===== src/rtl/rv32i_types.sv =====
// Shared core-wide types: physical register file sizing and free-list entry type.
package rv32i_types;

   localparam int NUM_PREGS      = 64;
   localparam int PREG_IDX_WIDTH = $clog2(NUM_PREGS);
   localparam int FL_DEPTH       = NUM_PREGS - 32;

   typedef logic [PREG_IDX_WIDTH-1:0] free_list_entry_t;

endpackage


===== src/rtl/rrf_free_list.sv =====
// Retirement-side free list: a ring of free physical registers plus the committed
// arch-to-preg map. Commits recycle the previous mapping; a branch flush rewinds head.
module rrf_free_list #(
   parameter int NUM_PREGS = rv32i_types::NUM_PREGS,
   parameter int FL_DEPTH  = NUM_PREGS - 32
) (
   input  logic                         clk,
   input  logic                         rst,
   input  logic                         alloc_req,
   output rv32i_types::free_list_entry_t alloc_preg,
   output logic                         alloc_valid,
   input  logic                         commit_valid,
   input  logic [4:0]                   commit_rd,
   input  rv32i_types::free_list_entry_t commit_pd,
   input  logic                         branch_flush,
   output rv32i_types::free_list_entry_t areg_array_rrf [32],
   output logic [$clog2(FL_DEPTH):0]    free_count
);

   localparam int PTR_W  = $clog2(FL_DEPTH) + 1;
   localparam int IDX_W  = PTR_W - 1;
   localparam int PREG_W = rv32i_types::PREG_IDX_WIDTH;

   rv32i_types::free_list_entry_t ring [FL_DEPTH];
   rv32i_types::free_list_entry_t rrf_map [32];

   logic [PTR_W-1:0] head;
   logic [PTR_W-1:0] retire_head;
   logic [PTR_W-1:0] tail;

   logic             commit_en;
   logic             alloc_en;
   logic [PTR_W-1:0] retire_head_next;
   logic [PTR_W-1:0] tail_next;

   always_comb begin
      commit_en        = commit_valid && (commit_rd != 5'd0);
      alloc_en         = alloc_req && alloc_valid && !branch_flush;
      retire_head_next = commit_en ? retire_head + PTR_W'(1) : retire_head;
      tail_next        = commit_en ? tail + PTR_W'(1) : tail;
   end

   assign alloc_valid = (head != tail);
   assign alloc_preg  = ring[head[IDX_W-1:0]];
   assign free_count  = tail - head;

   for (genvar g = 0; g < 32; g++) begin : g_map_out
      assign areg_array_rrf[g] = rrf_map[g];
   end

   always_ff @(posedge clk) begin
      if (rst) begin
         for (int i = 0; i < 32; i++) begin
            rrf_map[i] <= PREG_W'(i);
         end
         // Pregs above the 32 identity-mapped ones start out free.
         for (int i = 0; i < FL_DEPTH; i++) begin
            ring[i] <= PREG_W'(NUM_PREGS - FL_DEPTH + i);
         end
         head        <= '0;
         retire_head <= '0;
         tail        <= PTR_W'(FL_DEPTH);
      end else begin
         if (commit_en) begin
            rrf_map[commit_rd]     <= commit_pd;
            ring[tail[IDX_W-1:0]] <= rrf_map[commit_rd];
         end
         retire_head <= retire_head_next;
         tail        <= tail_next;
         // Flush rewinds to the post-commit retire point so this cycle's commit stays retired.
         if (branch_flush) begin
            head <= retire_head_next;
         end else if (alloc_en) begin
            head <= head + PTR_W'(1);
         end
      end
   end

endmodule


===== config.mk =====
export PLATFORM = sky130hd
export DESIGN_NAME = rrf_free_list
export DESIGN_NICKNAME = d
export VERILOG_FILES = /design/src/rtl/rv32i_types.sv /design/src/rtl/rrf_free_list.sv
export SDC_FILE = /design/constraint.sdc
export NUM_CORES = 1
export LEC_CHECK = 0
export CAP_MARGIN = 15
export CORE_MARGIN = 1.5
export CORE_UTILIZATION = 30
export CTS_CLUSTER_SIZE = 12
export DETAILED_ROUTE_END_ITERATION = 7
export PLACE_DENSITY_LB_ADDON = 0.08
export RECOVER_POWER = 100
export SLEW_MARGIN = 20
export SYNTH_ARGS = -nofsm -noshare
export SYNTH_HDL_FRONTEND = slang
export SYNTH_SLANG_ARGS = --single-unit

===== constraint.sdc =====
create_clock -name clk -period 8.2 [get_ports clk]
set_clock_uncertainty 0.15 [all_clocks]
set_input_delay 1.64 -clock clk [delete_from_list [all_inputs] [get_ports clk]]
set_output_delay 1.64 -clock clk [all_outputs]
set_load 0.02 [all_outputs]

Word-level counts from Yosys, hierarchy flattened
Memories as Yosys holds them, arrays and structs flattened. A register that Yosys moved wholly into a read port is not among the register bits. Cells that the tools add are included.

Reductions and logical operators: 8. Add/subtract/negate cells: 4. Equal/unequal tests: 1. Muxes and demuxes: 16.

Operators with widths (number): 6-bit two-way mux (5); 5-bit two-way mux (4); 6-bit by 1-bit adder with 6-bit output (second input constant) (3); 6-bit OR reduction (2); 1-bit two-way mux (7); 6-bit != test (1); 6-bit subtractor (1); 5-bit nonzero test (1); 1-bit logical AND (3); 2-bit nonzero test (1); 1-bit logical NOT (1).

Bits in registers: 18. Memories: 2. Logic and storage cells: 34. RAM bits: 384. Output and inout bits: 205.

Memories: ring (depth 32, bits a word 6, rd ports 1, clocked after Yosys merged registers in 1, write ports 32, line rrf_free_list.sv:24) `rv32i_types::free_list_entry_t ring [FL_DEPTH];`; rrf_map (depth 32, bits a word 6, rd ports 33, clocked after Yosys merged registers in 0, write ports 32, line rrf_free_list.sv:25) `rv32i_types::free_list_entry_t rrf_map [32];`.

Logic depth before layout (Yosys ltp)
Gate-level depths: netlist (run 1).

Depth after elaboration: 7. Gate-level depth with buffers: 10. Depth with buffers taken out: 7.

Worst setup path after synthesis (run 1)
No wires, ideal clock.

Path type: input-to-reg. Start: input port commit_rd[0]. End: memory ring[13][0] (netlist bit) (enable). Cell stages on the path: 7. Arrival time: 3.407 ns. Path buffers: 3. Setup time: 0.377 ns. Path slack: 4.266 ns. Data required time: 7.673 ns. Path through: buf_6 > buf_4 > nor3_1 > a211oi_2 > nand2_1 > clkbuf_1 > o21ai_0.

RTL lines: from (decl) (line rrf_free_list.sv:13) `input logic [4:0] commit_rd,`; to (decl) (line rrf_free_list.sv:24).

==> metrics.yaml, run 1 <==
outcome:
  outcome: "complete, but fails checks"
  violations: "capacitance limit, slew limit"
setup_path:
  cp.required_ns: 8.22
  crit_path_end_kind: "flop"
  crit_fanout: 25
  ff2ff_setup_slack_ns: 5.07
  critPathLaunchType: "input port"
  timing.rr.start: "tail[1]"
  setup.worst_path.end: "ring[31][5]"
  reg2reg_to: "ring[28][2]"
  reg2reg_depth: 4
  cp.arrival_ns: 6.37
  crit_type: "input port to flop"
  startpoint: "commit_rd[4]"
floorplan:
  core_area_um2: 62970
  ios: 221
  die_w_um: 255.3
  die_h_um: 255.3
  core.rowCount: 92
  die-area_um2: 65160
  start_util_pct: 30.32
route:
  wl_met1_mm: 26.60
  drt_iter0_drc: 929
  highest_layer: "met5"
  drt_first_pass_iters: 5
  vias: 12481
  totalWireLength_mm: 63.12
  wl_met2_mm: 31.09
  final_antenna_net_count: 0
  viasPerCell: 4.988
  wl_met3_mm: 3.803
  wire_per_inst_um: 25.23
  drc: 0
clocking:
  post_cts_resize_count: 0
  worst_skew_pair.late_latency_ns: 0.58
  tritoncts: "built"
  cts_hold_buffers: 0
  cts_root_buffer: "clkbuf_16"
  clockBufferDepth: 3
  numCtsBuffers: 47
  post_cts_buffers: 0
  path_clk_slew_ns: 0.06
  cts_max_level: 2
  cts.sinks: 407
pwr:
  max-vdd-ir-drop_mv: 0.1336
  power.density_nw_per_um2: 218.6
  p_leak_nw: 7.343
run:
  drv_cap: 4
placement:
  pre_cts_ws_ns: 2.324
  dp_hpwl_mm: 42.95
  dp_cells: 2417
  place.gp.congestion: 0.7776
  port_buffers: 220
timing:
  finalHoldViolations: 0
  finalCritPeriodShare_pct: 77.49
  relSlewSlack_pct: -34.74
  tightest_slew_ns: 2.021
  postLayoutSetupSlackWorst_ns: 1.846
  max_freq_mhz: 157.4
  final.setup.tns_ns: 0
  layout_min_cycle_time_ns: 6.354
  rsz0062_at_grt: "no"
  whs_ns: 0.3924
  drv_slew: 144
  finalSetupViolations: 0
grt:
  antenna_found_initial: 1
  grt_max_degree: 54
  overflow: 0
  grt_pass1_wl_mm: 91.43
  grt_usage_pct: 19.43
  grt_pass1_vias: 13096
logic_synthesis:
  async_reset_ff_share_pct: 0
  yosysMostFrequentCell: "edfxtp_1"
  synthesis.area_um2: 19090
  ys.flop_type: "edfxtp_1"
  synth.area.top_cells: "edfxtp_1 (60%), mux4_2 (8.7%), mux2i_1 (3.6%)"
  synth_top_cell_area_share_pct: 60.40
  synth_top_area_cell: "edfxtp_1"
  ys_warn_count: 0
  synthCells: 1449
  synthTopCellsByCount: "edfxtp_1 (384), nand2_1 (159), nor2_1 (155)"
  synthDistinctLibCells: 62
  synth-seq-cells: 407
  yosysSeqAreaShare_pct: 62.81
  syn_avg_cell_area_um2: 13.18
  synth-edff-count: 384
finish:
  final_layout_size_suffix_gt1_share_pct: 10.45
  final_cell_count_no_fill: 2502
  antennaDiodeCount: 0
  syn_to_final_growth_pct: 22.61
  fin_nets: 1648
hold_path:
  hp-class: "flop to flop"
## routing by layer
| layer | GRT usage, % | vias up |
|---|---|---|
| met5 | 0 | - |
| met4 | 5.968 | 2 |
| met3 | 4.790 | 89 |
| met2 | 32.74 | 305 |
| met1 | 24.56 | 6384 |
| li1 | - | 5701 |
## how the worst min path moves through the flow
stage	startpoint	end	slack, ns	cells past startpoint
2_1_floorplan	tail[5]	tail[5]	0.33	2
3_3_place_gp	retire_head[4]	retire_head[4]	0.38	2
3_5_place_dp	tail[5]	tail[5]	0.39	2
4_1_cts	tail[5]	tail[5]	0.41	2
5_1_grt	tail[5]	tail[5]	0.42	2
6_report	tail[5]	tail[5]	0.39	2
## layout make-up
class / instances / area (um2)
Tap cell: 846 / 1059
Timing Repair Buffer: 241 / 2307
Clock buffer: 55 / 1206
Clock inverter: 30 / 261.5
Multi-Input combinational cell: 910 / 6530
Inverter: 13 / 48.80
Sequential cell: 407 / 12000
Fill cell: 6063 / 39560
## through the flow
step	util, %	area (um2)	total power, mW
after detailed placement	34.89	21970	3.130
after floorplan	-	19110	2.807
after global placement	34.89	21970	3.133
after CTS	37.22	23440	5.204
final	37.18	23410	5.117
after global routing	37.18	23410	5.283
## critical path: stages
cell           delay, ns
dlygate4sd3_1       1.11
nor2_1              0.10
clkbuf_1            0.39
a211oi_1            0.38
clkbuf_1            0.86
nand2_1             0.77
o21ai_0             1.08
## placed cells by master (no fill, tap or decap), types with 8 or more instances in the layout
cell / Yosys / routed
o22ai_1: 28 / 28
clkdlybuf4s50_1: 0 / 8
edfxtp_1: 384 / 384
o21ai_0: 39 / 47
nor2_1: 155 / 155
nor3_1: 28 / 28
clkinv_2: 0 / 10
a211oi_1: 9 / 10
nand2_1: 159 / 159
ha_1: 11 / 11
clkbuf_1: 76 / 14
mux2i_1: 69 / 69
nand2b_1: 16 / 16
nand3_1: 28 / 28
mux4_2: 74 / 74
or3_1: 74 / 74
and2_0: 0 / 74
a21oi_1: 9 / 9
dlygate4sd3_1: 0 / 206
dfxtp_1: 23 / 20
clkinv_1: 1 / 14
buf_4: 5 / 15
and2_1: 109 / 35
xnor2_1: 10 / 10
inv_1: 12 / 12
clkbuf_16: 0 / 47
## sequential cells by signal, indices dropped and copies added (netlist names), named ones only
register     cells
ring           192
head             6
retire_head      6
tail             6
rrf_map        192
## report_power, final
part	leakage (nW)	total, mW	internal, mW	switching, mW
Combinational	2.97	0.641	0.223	0.418
Clock	0.725	2.07	1.20	0.865
Sequential	3.65	2.41	2.35	0.0597
## cell families after synthesis
logic type      share of synthesized area (%)
fa+ha+maj                              0.8258
flops                                   62.81
compound gates                          4.129
mux                                     12.41
buf+inv                                 3.251
other cells                           0.01964
simple gates                            15.91
xor+xnor                               0.6422
(Power assumes the default switching activity.)
==> inputs of run 2 (changes only) <==
==> constraint.sdc (replaced) <==
create_clock -name clk -period 5.83 [get_ports clk]
set_clock_uncertainty 0.15 [all_clocks]
set_input_delay 1.166 -clock clk [delete_from_list [all_inputs] [get_ports clk]]
set_output_delay 1.166 -clock clk [all_outputs]
set_load 0.02 [all_outputs]
==> metrics.yaml, run 2 (synthesis results as in run 1) <==
pwr:
  p_int_mw: 5.476  # +45%
  clockPowerShare_pct: 41.9  # +1.5 points
  power.density_nw_per_um2: 312.2  # +43%
  p_sw_share_pct: 25.84  # -0.41 points
  seqPwrFrac_pct: 46.0  # -1.1 points
  p_comb_share_pct: 12.1  # -0.4 points
  power.total_mw: 7.383  # +44%
  power_switching_mw: 1.908  # +42%
  p_leak_nw: 7.455  # +1.5%
  max-vdd-ir-drop_mv: 0.2019  # +51%
setup_path:
  crit_chain: "mux4_2, mux4_2, a21o_1, dlygate4sd3_1"
  cp_slowest_cell: "dfxtp_2"
  critPathMostFrequentCell: "mux4_2"
  crit_path_end_kind: "output pin"
  critPathTopFamily: "multiplexers"
  cpPeakStageDelay_ns: 1.08  # -0.03 ns
  cp.required_ns: 4.51  # -3.71 ns
  crit_fanout: 28  # +12%
  crit_type: "flop to output pin"
  critPathLaunchType: "flop"
  reg2reg_to: "ring[7][5]"
  reg2reg_depth: 6  # +2
  cp.arrival_ns: 3.77  # -2.60 ns
  ff2ff_setup_slack_ns: 2.61  # -2.46 ns
  timing.rr.start: "rrf_map[23][5]"
  cp_num_buf_inv: 1  # -2
outcome:
  outcome: "complete, but fails checks"
  violations: "capacitance limit"
grt:
  grt_pass1_wl_mm: 92.32  # +0.97%
  grt_usage_pct: 19.62  # +0.19 points
  grt_max_degree: 49  # -9.3%
  overflow: 0  # unchanged
  antenna_found_initial: 0  # -1
  grt_pass1_vias: 13140  # +0.34%
finish:
  mostFrequentLayoutCell: "edfxtp_1"
  final_cell_mix: "edfxtp_1 (384), dlygate4sd3_1 (208), nand2_1 (159), nor2_1 (155)"
  reg_top3: "ring: 192 flops, rrf_map: 192 flops"
  fin_nets: 1673  # +1.5%
  syn_to_final_growth_pct: 23.87
  final_layout_size_suffix_gt1_share_pct: 10.69  # +0.24 points
  antennaDiodeCount: 0  # unchanged
floorplan:
  core.rowCount: 92  # unchanged
  ios: 221  # unchanged
  core_area_um2: 62970  # unchanged
  start_util_pct: 30.32  # unchanged
  die-area_um2: 65160  # unchanged
  die_w_um: 255.3  # unchanged
  die_h_um: 255.3  # unchanged
route:
  wire_per_inst_um: 24.94  # -1.1%
  totalWireLength_mm: 63.11  # about the same
  drt_iter0_drc: 861  # -7.3%
  viasPerCell: 5.019  # +0.60%
  drt_first_pass_iters: 5  # unchanged
  vias: 12697  # +1.7%
  drc: 0  # unchanged
  final_antenna_net_count: 0  # unchanged
clocking:
  worst_skew_pair.late_latency_ns: 0.59  # about the same
  cts_hold_buffers: 0  # unchanged
  cts_max_level: 2  # unchanged
  post_cts_buffers: 0  # unchanged
  numCtsBuffers: 47  # unchanged
  clockBufferDepth: 3  # unchanged
  path_clk_slew_ns: 0.06  # about the same
  post_cts_resize_count: 0  # unchanged
  tritoncts: "built"
  cts_root_buffer: "clkbuf_16"
  cts.sinks: 407  # unchanged
timing:
  finalHoldViolations: 0  # unchanged
  finalSetupViolations: 0  # unchanged
  max_freq_mhz: 196.7
  relSlewSlack_pct: 0.1809  # +35 points
  rsz0062_at_grt: "no"
  tightest_slew_ns: 1.497  # -0.5239 ns
  finalCritPeriodShare_pct: 87.19
  final.setup.tns_ns: 0  # unchanged
  postLayoutSetupSlackWorst_ns: 0.7471  # -1.099 ns
  drv_slew: 0  # -100%
  layout_min_cycle_time_ns: 5.083
placement:
  dp_hpwl_mm: 44.04  # +2.5%
  place.gp.congestion: 0.7979  # +2.6%
  pre_cts_ws_ns: 1.102  # -1.222 ns
  port_buffers: 220  # unchanged
hold_path:
  hp-class: "flop to flop"
  hold_start: "tail[1]"
  holdPathEnd: "tail[1]"
  hold_depth: 2  # unchanged
run:
  drv_cap: 1  # -3
## run 2: cell count changes in the layout (fill, tap and decap cells not counted), moves of 3 or more
cell	delta
and2_1	+12
and2_0	-12
o21ai_1	+3
clkbuf_2	+3
clkbuf_1	+19
o21ai_0	-3
bufinv_16	+3
## run 2: layout make-up
cell class | count | area (um2)
clock buffer | 55 | 1227
fill | 6133 | 39320
timing repair buffer | 266 | 2442
multi-input combinational | 910 | 6509
inverter | 13 | 48.80
sequential | 407 | 12000
tap | 846 | 1059
clock inverter | 33 | 366.6
## run 2: routing by layer
metal / up-vias / share of wire (%) / track usage [%]
li1: 5748 / - / -
met1: 6548 / 42 / 24.89
met2: 324 / 50 / 33.49
met3: 77 / 5.9 / 4.627
met5: - / 0 / 0
met4: 0 / 2.2 / 5.207
## run 2: worst max-delay path by stage
stage                 start       endpoint  slack [ns]  depth (start not counted)
4_1_cts                flop  alloc_preg[2]        1.13                          4
6_report               flop  alloc_preg[2]        0.75                          4
3_5_place_dp   commit_rd[0]    ring[29][2]        1.10                          6
3_3_place_gp   commit_rd[0]    ring[29][2]        1.09                          6
5_1_grt                flop  alloc_preg[1]        0.56                          4
2_1_floorplan  commit_rd[0]    ring[13][0]        2.37                          7
## run 2: power by group through the flow
stage | Combinational, mW | Clock, mW | Sequential [mW]
2_1_floorplan | 0.443 | 0 | 3.50
5_1_grt | 0.950 | 3.27 | 3.41
3_5_place_dp | 0.950 | 0 | 3.46
6_report | 0.890 | 3.10 | 3.40
4_1_cts | 0.954 | 3.17 | 3.40
3_3_place_gp | 0.951 | 0 | 3.46
## run 2: stage by stage
stage | hold slack [ns] | utilization [%] | area (um2) | instances
final | 0.3953 | 37.56 | 23650 | 2530
after floorplan | 0.3343 | - | 19110 | 1454
after global placement | 0.3801 | 35.26 | 22200 | 2442
after global routing | 0.4226 | 37.56 | 23650 | 2530
after detailed placement | 0.3870 | 35.26 | 22200 | 2442
after CTS | 0.3965 | 37.79 | 23800 | 2530
## run 2: worst register-to-register path, stage by stage, from the launching register on
cell	delay, ns
edfxtp_1	0.42
mux4_2	0.55
a221oi_1	0.65
a21oi_1	0.10
nor4b_1	0.50
buf_4	0.46
nand2_1	0.12
==> inputs of run 3 (changes only) <==
--- a/config.mk
+++ b/config.mk
@@ -8,7 +8,7 @@
 export CAP_MARGIN = 15
 export CORE_MARGIN = 1.5
 export CORE_UTILIZATION = 30
-export CTS_CLUSTER_SIZE = 12
+export CTS_CLUSTER_DIAMETER = 100
 export DETAILED_ROUTE_END_ITERATION = 7
 export PLACE_DENSITY_LB_ADDON = 0.08
 export RECOVER_POWER = 100
==> metrics.yaml, run 3 (synthesis results as in run 1) <==
floorplan:
  die-area_um2: 65160  # unchanged
  core_area_um2: 62970  # unchanged
  die_w_um: 255.3  # unchanged
  start_util_pct: 30.32  # unchanged
  die_h_um: 255.3  # unchanged
  ios: 221  # unchanged
  core.rowCount: 92  # unchanged
route:
  final_antenna_net_count: 0  # unchanged
  drc: 0  # unchanged
  viasPerCell: 5.027  # +0.17%
  drt_iter0_drc: 899  # +4.4%
  vias: 12713  # +0.13%
  totalWireLength_mm: 63.17  # about the same
  drt_first_pass_iters: 7  # +2
  wire_per_inst_um: 24.98  # +0.14%
clocking:
  post_cts_resize_count: 0  # unchanged
  post_cts_buffers: 0  # unchanged
  numCtsBuffers: 47  # unchanged
  cts_max_level: 2  # unchanged
  tritoncts: "built"
  cts.sinks: 407  # unchanged
  worst_skew_pair.late_latency_ns: 0.59  # about the same
  clockBufferDepth: 3  # unchanged
  cts_hold_buffers: 0  # unchanged
  path_clk_slew_ns: 0.06  # about the same
  cts_root_buffer: "clkbuf_16"
setup_path:
  crit_path_end_kind: "output pin"
  crit_fanout: 28  # unchanged
  critPathMostFrequentCell: "mux4_2"
  cp_slowest_cell: "dfxtp_2"
  crit_type: "flop to output pin"
  critPathLaunchType: "flop"
  cp.required_ns: 4.51  # about the same
  cp_num_buf_inv: 1  # unchanged
  timing.rr.start: "rrf_map[23][5]"
  ff2ff_setup_slack_ns: 2.59  # -0.02 ns
  crit_chain: "mux4_2, mux4_2, a21o_1, dlygate4sd3_1"
  cp.arrival_ns: 3.76  # about the same
  critPathTopFamily: "multiplexers"
  cpPeakStageDelay_ns: 1.07  # about the same
pwr:
  p_leak_nw: 7.399  # -0.76%
  max-vdd-ir-drop_mv: 0.1917  # -5.1%
  power.density_nw_per_um2: 305.8  # -2.1%
  power.total_mw: 7.197  # -2.5%
finish:
  final_cell_count_no_fill: 2529  # -0.040%
  fin_nets: 1673  # unchanged
  final_layout_size_suffix_gt1_share_pct: 10.34  # -0.35 points
  final_cell_mix: "edfxtp_1 (384), dlygate4sd3_1 (208), nand2_1 (159), nor2_1 (155)"
  nFillCells: 6144  # +0.18%
  reg_top3: "ring: 192 flops, rrf_map: 192 flops"
  mostFrequentLayoutCell: "edfxtp_1"
  antennaDiodeCount: 0  # unchanged
  syn_to_final_growth_pct: 23.29
  fin_area_um2: 23540  # -0.47%
placement:
  dp_cells: 2442  # unchanged
  pre_cts_ws_ns: 1.102  # unchanged
  placed_area_um2: 22200  # unchanged
  place.gp.congestion: 0.7979  # unchanged
  dp_hpwl_mm: 44.04  # unchanged
  port_buffers: 220  # unchanged
hold_path:
  hp-class: "flop to flop"
  hold_start: "tail[1]"
timing:
  finalCritPeriodShare_pct: 87.01  # -0.17 points
  tightest_slew_ns: 1.474  # -0.02372 ns
  max_freq_mhz: 197.1  # +0.20%
  rsz0062_at_grt: "no"
  layout_min_cycle_time_ns: 5.073  # -0.01020 ns
  finalSetupViolations: 0  # unchanged
  drv_slew: 0  # unchanged
  relSlewSlack_pct: 1.762  # +1.6 points
  finalHoldViolations: 0  # unchanged
  final.setup.tns_ns: 0  # unchanged
  postLayoutSetupSlackWorst_ns: 0.7573  # +0.01020 ns
grt:
  grt_pass1_wl_mm: 92.27  # about the same
  grt-busiest-layer: "met2"
  grtUsageMet1_pct: 24.88  # about the same
  use_met2_pct: 33.56  # +0.062 points
  grt_pass1_vias: 13145  # +0.038%
  grt_max_degree: 49  # unchanged
  grt_usage_pct: 19.60  # about the same
  overflow: 0  # unchanged
  grtUsageMet3_pct: 4.485  # -0.14 points
  antenna_found_initial: 0  # unchanged
run:
  drv_cap: 0  # -1
outcome:
  outcome: "complete, no violations"
-- run 3: tightest hold or removal path: stages (launching register included) --
cell and delay, ns:
dfxtp_1 0.36, nand2_1 0.08, a21oi_1 0.06
-- run 3: final timing paths --
kind / endpoint / cells after the start
worst min register to register: tail[1] / 2
worst max-delay path: alloc_preg[2] / 4
worst max register to register: ring[16][5] / 6
worst min-delay path: tail[1] / 2
-- run 3: power by group --
group	switching, mW	internal, mW	leakage [nW]	total, mW
clock network	1.23	1.68	0.723	2.91
logic	0.576	0.315	3.03	0.891
registers	0.0943	3.30	3.65	3.40
-- run 3: layout make-up --
class                           instances  area [um2]  area share [%]
Clock inverter                         32       255.2           1.084
Tap cell                              846        1059           4.497
Sequential cell                       407       12000           50.97
Multi-Input combinational cell        910        6509           27.65
Timing Repair Buffer                  266        2442           10.38
Inverter                               13       48.80          0.2073
Clock buffer                           55        1227           5.215
-- run 3: stage by stage --
step,hold WS [ns],utilization [%]
finish,0.3966,37.38
global route,0.4226,37.38
CTS,0.3965,37.62
floorplan,0.3343,-
detailed placement,0.3870,35.26
global placement,0.3801,35.26
-- run 3: routing by layer --
layer  vias to the layer above  part of all wire [%]  wire length (um)
met5                         -                     0                 0
met4                         0                   2.3              1460
met3                        81                   6.0              3760
met2                       345                    49             31270
met1                      6540                    42             26690
li1                       5747                     -                 -
